### src/rtl/rr_decode_arbiter.sv
// Round-robin arbiter: 8 requesters share one 3-to-8 decoded resource; grant held until release.
// Optional TIMEOUT_EN adds a HOLD_MAX-cycle forced revoke with a timeout_err pulse.
module rr_decode_arbiter #(
    parameter int HOLD_MAX = 16
) (
    input  logic       clk,
    input  logic       rst,
    input  logic [7:0] req,
    input  logic       done,
    output logic       grant_valid,
    output logic [2:0] grant_idx,
    output logic [7:0] grant_oh,
    output logic       busy,
    output logic       timeout_err
);
    typedef enum logic {IDLE, GRANT} state_e;

    if (HOLD_MAX < 2 || HOLD_MAX > 255) begin : g_hold_max_range
        $error("rr_decode_arbiter: HOLD_MAX must be in 2..255");
    end

    state_e     state_q, state_d;
    logic [2:0] ptr_q, ptr_d;
    logic [2:0] idx_q, idx_d;
    logic [7:0] oh_q, oh_d;
    logic       tout_q, tout_d;
    logic [2:0] pick;
    logic       pick_vld;
    logic       release_w;
    logic       expire;

    // First set request scanning from ptr upward, wrapping mod 8.
    always_comb begin
        logic [2:0] k;
        pick     = '0;
        pick_vld = 1'b0;
        k        = '0;
        for (int i = 0; i < 8; i++) begin
            k = ptr_q + 3'(i);
            if (!pick_vld && req[k]) begin
                pick     = k;
                pick_vld = 1'b1;
            end
        end
    end

    assign release_w = done | ~req[idx_q];

`ifdef TIMEOUT_EN
    logic [7:0] hold_q;

    // Counts GRANT cycles; sits at zero while idle so each grant starts fresh.
    always_ff @(posedge clk or posedge rst) begin
        if (rst)                 hold_q <= '0;
        else if (state_q == IDLE) hold_q <= '0;
        else                      hold_q <= hold_q + 8'd1;
    end

    assign expire = (state_q == GRANT) && (hold_q == 8'(HOLD_MAX - 1));
`else
    assign expire = 1'b0;
`endif

    always_ff @(posedge clk or posedge rst) begin
        if (rst) begin
            state_q <= IDLE;
            ptr_q   <= '0;
            idx_q   <= '0;
            oh_q    <= '0;
            tout_q  <= 1'b0;
        end else begin
            state_q <= state_d;
            ptr_q   <= ptr_d;
            idx_q   <= idx_d;
            oh_q    <= oh_d;
            tout_q  <= tout_d;
        end
    end

    always_comb begin
        state_d = state_q;
        case (state_q)
            IDLE:    if (pick_vld) state_d = GRANT;
            GRANT:   if (release_w || expire) state_d = IDLE;
            default: state_d = IDLE;
        endcase
    end

    // Release beats timeout: only a revoke with no concurrent release flags an error.
    always_comb begin
        ptr_d  = ptr_q;
        idx_d  = '0;
        oh_d   = '0;
        tout_d = 1'b0;
        case (state_q)
            IDLE: begin
                if (pick_vld) begin
                    idx_d = pick;
                    oh_d  = 8'd1 << pick;
                end
            end
            GRANT: begin
                if (release_w || expire) begin
                    ptr_d  = idx_q + 3'd1;
                    tout_d = expire & ~release_w;
                end else begin
                    idx_d = idx_q;
                    oh_d  = oh_q;
                end
            end
            default: ;
        endcase
    end

    assign grant_valid = (state_q == GRANT);
    assign busy        = (state_q == GRANT);
    assign grant_idx   = idx_q;
    assign grant_oh    = oh_q;
    assign timeout_err = tout_q;
endmodule

### config.mk
export PLATFORM = sky130hd
export DESIGN_NAME = rr_decode_arbiter
export DESIGN_NICKNAME = d
export VERILOG_FILES = /design/src/rtl/rr_decode_arbiter.sv
export SDC_FILE = /design/constraint.sdc
export NUM_CORES = 1
export LEC_CHECK = 0
export ABC_AREA = 1
export BUFFER_PORTS_ARGS = -buffer_cell sky130_fd_sc_hd__buf_2
export CORE_ASPECT_RATIO = 0.9
export CORE_MARGIN = 3
export CORE_UTILIZATION = 45
export DETAILED_ROUTE_END_ITERATION = 8
export PLACE_DENSITY = 0.66
export SLEW_MARGIN = 20
export SYNTH_ARGS = -nofsm -noshare
export SYNTH_HDL_FRONTEND = slang
export SYNTH_SLANG_ARGS = --single-unit
export TNS_END_PERCENT = 30
### constraint.sdc
create_clock -name clk -period 7.5 [get_ports clk]
set_clock_uncertainty 0.15 [all_clocks]
set_input_delay 0.375 -clock clk [delete_from_list [all_inputs] [get_ports clk]]
set_output_delay 0.375 -clock clk [all_outputs]
set_load 0.03 [all_outputs]
==> summary.txt <==
Seq/Total Area, Yosys: 0.239
Minimum clock period: 2.95 ns
Buffers on Ports: 23
Post-synth top area cell: dfrtp_1
Max_slew headroom: 0.625
Clk slew on worst S/H paths: 0.06 ns
Setup WS pre-CTS: 4.55 ns
Gp weighted congestion: 0.938
Hold crit path type: in -> async
CTS resizes: 0
Syn Inst Count: 225
Mapped Avg Cell Area: 6.97 µm²
Die W: 68.2 µm
Crit path max fanout: 10
Starting Density: 0.492
Total gr overflow: 0
Via count: 1455
Total Neg Setup Slack: 0 ns
Area growth from synthesis to layout: 9.18%
CTS tree: done
Tightest Pin Transition: 0.561 ns
Num rows: 19
Max frequency: 339 MHz
Final HPWL DP: 2.83 mm
FF+latch count, synth: 15
Slew Limit Fails: 0
Tot GR Track Use: 0.181
# DRC: 0
YS warnings: 0
Antenna violations before repair: 0
Outcome: complete, no violations
Syn Nets: 239
R2R Path Start: ptr_q[1]
R2R Setup Slk: 4.55 ns
CTS sink cnt: 15
Clock Tree Root: clkbuf_8
Max Cap Viol: 0
RSZ-0062 raised after global routing: false
Die Y: 62.0 µm
Routed vias/inst: 5.07
Clock buffer depth: 2
First-pass GRT wire length: 5.89 mm
Synth cell types: 36
Final hold violation count: 0
TritonRoute pass-1 iters: 7
ANT cells: 0
Post-route setup slack: 4.55 ns
Worst setup SP type: register
Final #Nets: 260
Drt wl/cell: 12.0 µm
Initial drt markers: 116
Ys async rst share: 1.00
TritonCTS Buffers: 3
Core ar.: 0.00319 mm²
Top_reg_cell synth: dfrtp_1
Post-Syn Area: 0.00157 mm²
WL final: 3.45 mm
Most numerous cell in the Yosys netlist: nand2_1
Fin crit share: 0.394
Hold_buf cts: 0
Required @ worst endpoint: 7.49 ns
Io pins: 25
Layout cells sized above 1: 0.282
Setup Buffers After CTS: 0
Largest net degree at the start of global routing: 16
EDFF count, synth: 0
H-tree Lvls: 1
Ranking of synthesized cells by area: dfrtp_1, nand2_1, nand3_1
Skew-Pair Late Insertion Delay: 0.25 ns
Arr. time, crit path: 2.94 ns
CP startpoint: ptr_q[1]
# setup viols final: 0
Synth cell count leaders: nand2_1, nand3_1, inv_1, nor2_1, dfrtp_1
Vias in the first global route: 1295
Kind of critical path: reg -> reg
Die area: 0.00423 mm²
Synth top area share: 0.239
Final ANT Viol Nets: 0
CP Capture Type: register
cells by family (layout without fill, tap and decap cells):
family                     Yosys count  after routing  share of synthesized area
and+or+nand+nor                    144            144                      0.493
adders and majority gates            3              3                     0.0239
buffers and inverters               36             56                      0.115
DFF                                 15             15                      0.239
AOI/OAI and AO/OA                   20             20                     0.0870
muxes                                1              1                    0.00638
other                                1              1                    0.00239
xor gates and xnor gates             5              5                     0.0327
worst paths after layout:
path,to,cells past startpoint
worst max-delay path,grant_oh[5],16
worst min-delay path,grant_oh[7],2
worst max register to register,grant_oh[5],16
worst min register to register,grant_oh[5],2
max in group asynchronous,ptr_q[1],2
min in group clk,grant_oh[5],2
per-layer routing:
metal  global-route usage  wire length [µm]  vias up  share of wire
li1                     -                 -      761              -
met1                0.281              1810      654           0.53
met2                0.258              1460       40           0.42
met3               0.0378               178        0          0.052
met4               0.0340                 0        0              0
met5                    0                 0        -              0
layout make-up:
type                       instances  area, µm²
inverter                          29        111
timing repair buffer              23        115
sequential                        15        375
clock buffer                       4       45.0
fill                             334       1470
tap                               42       52.6
multi-input combinational        174       1010
state kept, by name, indices dropped and copies added (netlist names):
name,count
grant_oh,8
busy,1
ptr_q,3
grant_idx,3
critical path: stages, from the launching register on:
cell     delay [ns]
dfrtp_1        0.63
inv_2          0.17
ha_1           0.39
inv_1          0.21
nand3_1        0.14
nand3_1        0.14
nand2_2        0.09
nor2_4         0.14
nand4_4        0.11
nor2_2         0.18
nand3_1        0.11
nand2_2        0.10
nand2_2        0.06
nand2_4        0.08
inv_2          0.04
nand2_1        0.05
nand2_1        0.05
through the flow:
step / hold WS, ns / instances / util / area (µm²)
CTS: 0.0327 / 287 / 0.537 / 1710
detailed placement: 0.305 / 283 / 0.523 / 1670
finish: 0.0174 / 287 / 0.537 / 1710
global route: 0.0546 / 287 / 0.537 / 1710
global placement: 0.306 / 283 / 0.523 / 1670
floorplan: 0.126 / 225 / - / 1570
cells in the final DEF (no fill, tap or decap):
master and instances:
nor2_4 1, o21ai_2 1, inv_4 1, nand3_1 26
nor3_2 1, xnor2_2 1, conb_1 1, nand4_4 1
ha_1 3, o21ai_4 1, nor2_1 20, nand2_2 9
inv_2 6, o21bai_1 5, o22ai_1 1, xnor2_1 2
nand3_4 1, o221ai_1 1, nand2_4 7, nand3_2 9
nor2_2 3, mux2i_1 1, or2_2 1, xor2_1 2
inv_1 22, nand3b_1 1, a21oi_1 2, clkbuf_1 1
dfrtp_1 15, nand4_1 4, buf_2 23, o32ai_1 1
nand2_1 60, clkbuf_8 3, o21ai_0 8
Power is left out: the tool's default activity adds up to more than one toggle a clock period on the data nets, which glitch-free logic cannot reach.
